### config.mk
export PLATFORM = sky130hd
export DESIGN_NAME = conf_loader
export DESIGN_NICKNAME = d
export VERILOG_FILES = /design/src/rtl/conf_loader_pkg.sv /design/src/rtl/conf_loader.sv
export SDC_FILE = /design/constraint.sdc
export NUM_CORES = 1
export LEC_CHECK = 0
export ABC_AREA = 1
export CAP_MARGIN = 20
export CORE_ASPECT_RATIO = 1.4
export CORE_MARGIN = 2
export CORE_UTILIZATION = 62
export CTS_BUF_LIST = sky130_fd_sc_hd__clkbuf_4 sky130_fd_sc_hd__clkbuf_8
export CTS_CLUSTER_DIAMETER = 40
export CTS_CLUSTER_SIZE = 30
export DETAILED_ROUTE_END_ITERATION = 10
export GPL_TIMING_DRIVEN = 0
export PLACE_DENSITY = 0.9
export SYNTH_ARGS = -nofsm -noshare
export SYNTH_HDL_FRONTEND = slang
export SYNTH_SLANG_ARGS = --single-unit
### constraint.sdc
create_clock -name clk -period 2.94 [get_ports clk]
set_clock_uncertainty 0.1 [all_clocks]
set_input_delay 0.294 -clock clk [delete_from_list [all_inputs] [get_ports clk]]
set_output_delay 0.294 -clock clk [all_outputs]
set_load 0.01 [all_outputs]
### src/rtl/conf_loader_pkg.sv
// Shared definitions for the configuration frame loader: frame-parser
// state encoding and the default frame parameters.
package conf_loader_pkg;

  localparam int unsigned CONF_PAR_NUM_DEF     = 6;
  localparam logic [7:0]  CONF_SYNC_BYTE_DEF   = 8'hA5;
  localparam int unsigned CONF_GAP_CNT_MAX_DEF = 52 * 10 * 3;

  // Frame parser states
  typedef enum logic [1:0] {
    ST_HUNT    = 2'd0,
    ST_PAYLOAD = 2'd1,
    ST_CHECK   = 2'd2
  } conf_state_e;

endpackage : conf_loader_pkg

### src/rtl/conf_loader.sv
// Configuration frame loader.
// Parses frames of the form SYNC_BYTE, PAR_NUM payload bytes, 8-bit sum
// checksum from a UART byte stream. A frame with a matching checksum is
// committed atomically to conf_bus; a checksum mismatch or an inter-byte
// gap reaching GAP_CNT_MAX aborts the frame and pulses frame_err.
// Ports:
//   clk         - system clock, posedge
//   rst_n       - synchronous active-low reset
//   rx_data     - received byte
//   rx_valid    - one-cycle strobe qualifying rx_data
//   conf_bus    - committed parameters, byte k at [8k+7:8k]
//   conf_update - one-cycle pulse when conf_bus is updated
//   conf_valid  - high once any frame has been committed
//   frame_err   - one-cycle pulse on checksum mismatch or gap timeout
module conf_loader
  import conf_loader_pkg::*;
#(
  parameter int unsigned PAR_NUM     = CONF_PAR_NUM_DEF,
  parameter logic [7:0]  SYNC_BYTE   = CONF_SYNC_BYTE_DEF,
  parameter int unsigned GAP_CNT_MAX = CONF_GAP_CNT_MAX_DEF
) (
  input  logic                 clk,
  input  logic                 rst_n,
  input  logic [7:0]           rx_data,
  input  logic                 rx_valid,
  output logic [PAR_NUM*8-1:0] conf_bus,
  output logic                 conf_update,
  output logic                 conf_valid,
  output logic                 frame_err
);

  localparam int unsigned IDX_W = (PAR_NUM > 1) ? $clog2(PAR_NUM) : 1;
  localparam int unsigned GAP_W = $clog2(GAP_CNT_MAX + 1);
  localparam int unsigned BUS_W = PAR_NUM * 8;

  conf_state_e        state_q, state_d;
  logic [IDX_W-1:0]   idx_q, idx_d;
  logic [7:0]         sum_q, sum_d;
  logic [GAP_W-1:0]   gap_q, gap_d;
  logic [BUS_W-1:0]   shadow_q, shadow_d;
  logic [BUS_W-1:0]   bus_q, bus_d;
  logic               update_q, update_d;
  logic               valid_q, valid_d;
  logic               err_q, err_d;

  // Gap timeout fires on the edge where the count would reach GAP_CNT_MAX
  // without a byte; a byte on that same edge takes priority.
  logic gap_expire_c;
  assign gap_expire_c = (gap_q == GAP_W'(GAP_CNT_MAX - 1));

  // State and datapath registers
  always_ff @(posedge clk) begin
    if (!rst_n) begin
      state_q  <= ST_HUNT;
      idx_q    <= '0;
      sum_q    <= '0;
      gap_q    <= '0;
      shadow_q <= '0;
      bus_q    <= '0;
      update_q <= 1'b0;
      valid_q  <= 1'b0;
      err_q    <= 1'b0;
    end else begin
      state_q  <= state_d;
      idx_q    <= idx_d;
      sum_q    <= sum_d;
      gap_q    <= gap_d;
      shadow_q <= shadow_d;
      bus_q    <= bus_d;
      update_q <= update_d;
      valid_q  <= valid_d;
      err_q    <= err_d;
    end
  end

  // Next-state and datapath logic
  always_comb begin
    state_d  = state_q;
    idx_d    = idx_q;
    sum_d    = sum_q;
    gap_d    = gap_q;
    shadow_d = shadow_q;
    bus_d    = bus_q;
    update_d = 1'b0;
    valid_d  = valid_q;
    err_d    = 1'b0;

    case (state_q)
      ST_HUNT: begin
        gap_d = '0;
        if (rx_valid && (rx_data == SYNC_BYTE)) begin
          state_d = ST_PAYLOAD;
          idx_d   = '0;
          sum_d   = '0;
        end
      end

      ST_PAYLOAD: begin
        if (rx_valid) begin
          // Payload bytes equal to SYNC_BYTE are plain data here.
          for (int unsigned k = 0; k < PAR_NUM; k++) begin
            if (idx_q == IDX_W'(k)) begin
              shadow_d[8*k +: 8] = rx_data;
            end
          end
          sum_d = sum_q + rx_data;
          gap_d = '0;
          if (idx_q == IDX_W'(PAR_NUM - 1)) begin
            state_d = ST_CHECK;
            idx_d   = '0;
          end else begin
            idx_d = idx_q + IDX_W'(1);
          end
        end else if (gap_expire_c) begin
          state_d = ST_HUNT;
          gap_d   = '0;
          err_d   = 1'b1;
        end else begin
          gap_d = gap_q + GAP_W'(1);
        end
      end

      ST_CHECK: begin
        if (rx_valid) begin
          state_d = ST_HUNT;
          gap_d   = '0;
          if (rx_data == sum_q) begin
            bus_d    = shadow_q;
            update_d = 1'b1;
            valid_d  = 1'b1;
          end else begin
            err_d = 1'b1;
          end
        end else if (gap_expire_c) begin
          state_d = ST_HUNT;
          gap_d   = '0;
          err_d   = 1'b1;
        end else begin
          gap_d = gap_q + GAP_W'(1);
        end
      end

      default: begin
        state_d = ST_HUNT;
        gap_d   = '0;
      end
    endcase
  end

  assign conf_bus    = bus_q;
  assign conf_update = update_q;
  assign conf_valid  = valid_q;
  assign frame_err   = err_q;

endmodule : conf_loader

==> out/results.ini <==
[placed_design]
place.detailed.hpwl_mm=9.50
pre_cts_slack_ns=0.143
gp_congestion=0.892
placed_cells=889
placement.io_buffers=60
placed_area_um2=6050

[route]
dr_wl_met2_mm=6.83
drc=0
dr_wl_met3_um=761
drtIter0Drc=338
postRouteAntennaNets=0
wl_per_cell_um=14.4
drt_wl_total_mm=13.2
wirelength_met1_mm=5.14
dr.max_layer_used=met4
vias_per_cell=5.58
vias=5135
drtPass1Iterations=6

[yosys]
postSynth.asyncResetShare_pct=0
yosysWarnings=0
synth_top_area_share_pct=46.3
netlist_area_um2=5320
synth_top_area_cell=dfxtp_1
syn_nets=749
synth_area_leaders=dfxtp_1 (46%), nor2_1 (10%), a21oi_1 (8.3%), nand2_1 (8.0%), nand3b_1 (5.1%)
ys_seq_elements=123
synth_cells=724
yosysUniqueCellTypes=30
yosysMostFrequentCell=nor2_1
ys.flop_type=dfxtp_1
ys_seq_area_share_pct=46.3
synth_common_cells=nor2_1 (148), dfxtp_1 (123), nand2_1 (114)
synth_edf_count=0
postSynthAreaPerCell_um2=7.35

[layout]
nFillCells=607
fin_cells=921
post-route-util_pct=76.1
area_growth_pct=20.9
drive_above_1_share_pct=6.62
multi_input_area_um2=2480
finalInstanceArea_um2=6430
regArea_um2=2460
final_nets=828
n_antenna_cell=0

[worst_setup_path]
start_kind=input port
slowest_delay_ns=0.79
worstSetupPathType=input port to register
reg2reg_slack_ns=0.83
path_max_fanout=10
crit_slowest_cell=clkdlybuf4s50_1
cp.arrival_ns=2.68
required_ns=3.17
cp_common_cell=nand2_1
critPathCaptureType=register
crit_chain=clkdlybuf4s50_1 -> ha_1 -> inv_2 -> nand2_1 -> nor3_2 -> nand3_1 -> nor2_4 -> buf_2 -> nand3b_1 -> nand2_1 -> nor2_1

[clock_network]
ctsHoldBuffers=0
clockRootBuffer=clkbuf_8
cts.repair.resized=0
insertion_delay_ns=0.44
numCtsBuffers=17
path_clk_slew_ns=0.07
ctsHtreeMaxLevel=4
cts_tree=yes
clock-sinks=123
cts_buffer_depth=2
post_cts_buffers=0

[sta]
fmax_mhz=409
worstMarginPinSlew_ns=0.565
slew_headroom_pct=62.3
hold-worst-slack_ns=0.158
setup_viol=0
finalSetupTns_ns=0
setup_slack_ns=0.495
fin_crit_ns=2.44
min_period_over_period_pct=83.2
finalHoldViolations=0
finalMaxSlewViolations=0
rsz0062_at_grt=no

[global_route]
antenna_found_initial=0
grt_max_degree=17
grt_pass1_wl_mm=21.5
grt_pass1_vias=4915
grt_overflow=0
grt.total_usage_pct=29.9

[floorplan]
fp.dieH_um=114
dieArea_um2=9350
rows=40
io_pins=62
initial_core_util_pct=62.9
core_area_um2=8460
die_width_um=82.3

[pwr]
power_mw=3.34
ir_drop_mv=0.417
cellPowerDensity_nw_per_um2=519
p_leak_nw=2.58

[outcome]
status=completed

[hold_path]
hp-class=input port to register

[flow_run]
drv_cap=0

critical path: cells and delay by family:
| kind | cells | cell delay [ns] |
|---|---|---|
| adder cells (fa/ha/maj) | 1 | 0.37 |
| buffers and inverters | 3 | 1.14 |
| AND/OR/NAND/NOR | 7 | 0.87 |
kinds of logic after synthesis:
logic type                 after synthesis  synth area share (%)
xor gates and xnor gates                 4                 0.658
DFF                                    123                  46.3
AOI/OAI and AO/OA                      145                  13.8
adders and majority gates               14                  3.43
buffers and inverters                   91                  7.22
and+or+nand+nor                        347                  28.7
final timing paths:
| kind | cells past startpoint | endpoint | startpoint |
|---|---|---|---|
| max reg2reg | 7 | conf_bus[39] | state_q[0] |
| min | 3 | shadow_q[23] | rx_data[7] |
| min reg2reg | 2 | conf_valid | conf_valid |
| max | 11 | conf_bus[34] | rx_data[4] |
layout make-up:
cell class | count | share of cell area (%)
Sequential cell | 123 | 38.3
Clock inverter | 7 | 1.01
Timing Repair Buffer | 60 | 9.34
Buffer | 37 | 2.82
Multi-Input combinational cell | 510 | 38.5
Inverter | 54 | 3.15
Clock buffer | 25 | 4.86
Tap cell | 105 | 2.04
power breakdown:
part           internal [mW]  switching, mW  total (mW)
registers               1.68         0.0125        1.70
clock network          0.776          0.638        1.41
logic                 0.0707          0.155       0.226
total                   2.53          0.806        3.34
placed cells by master (no fill, tap or decap), drive strengths merged:
master / count
a21boi: 1
a21oi: 88
a31oi: 1
buf: 22
bufinv: 1
clkbuf: 40
clkdlybuf4s50: 60
clkinv: 5
clkinvlp: 2
dfxtp: 123
fa: 1
ha: 13
inv: 53
nand2: 114
nand3: 33
nand3b: 36
nand4: 5
nor2: 152
nor2b: 1
nor3: 3
nor3b: 1
nor4: 1
o21a: 1
o21ai: 54
or2: 1
xnor2: 1
xor2: 3
metal layers:
metal | track usage (%) | up-vias
met5 | 0 | -
met4 | 16.4 | 0
met3 | 7.12 | 56
met2 | 53.3 | 225
met1 | 31.1 | 2340
li1 | - | 2514
flip-flops by register name, indices dropped and copies added (netlist names):
register,flops
frame_err,1
idx_q,3
conf_update,1
sum_q,8
conf_bus,48
conf_valid,1
shadow_q,48
state_q,2
gap_q,11
Note: power is estimated with default switching activity, not from simulation.
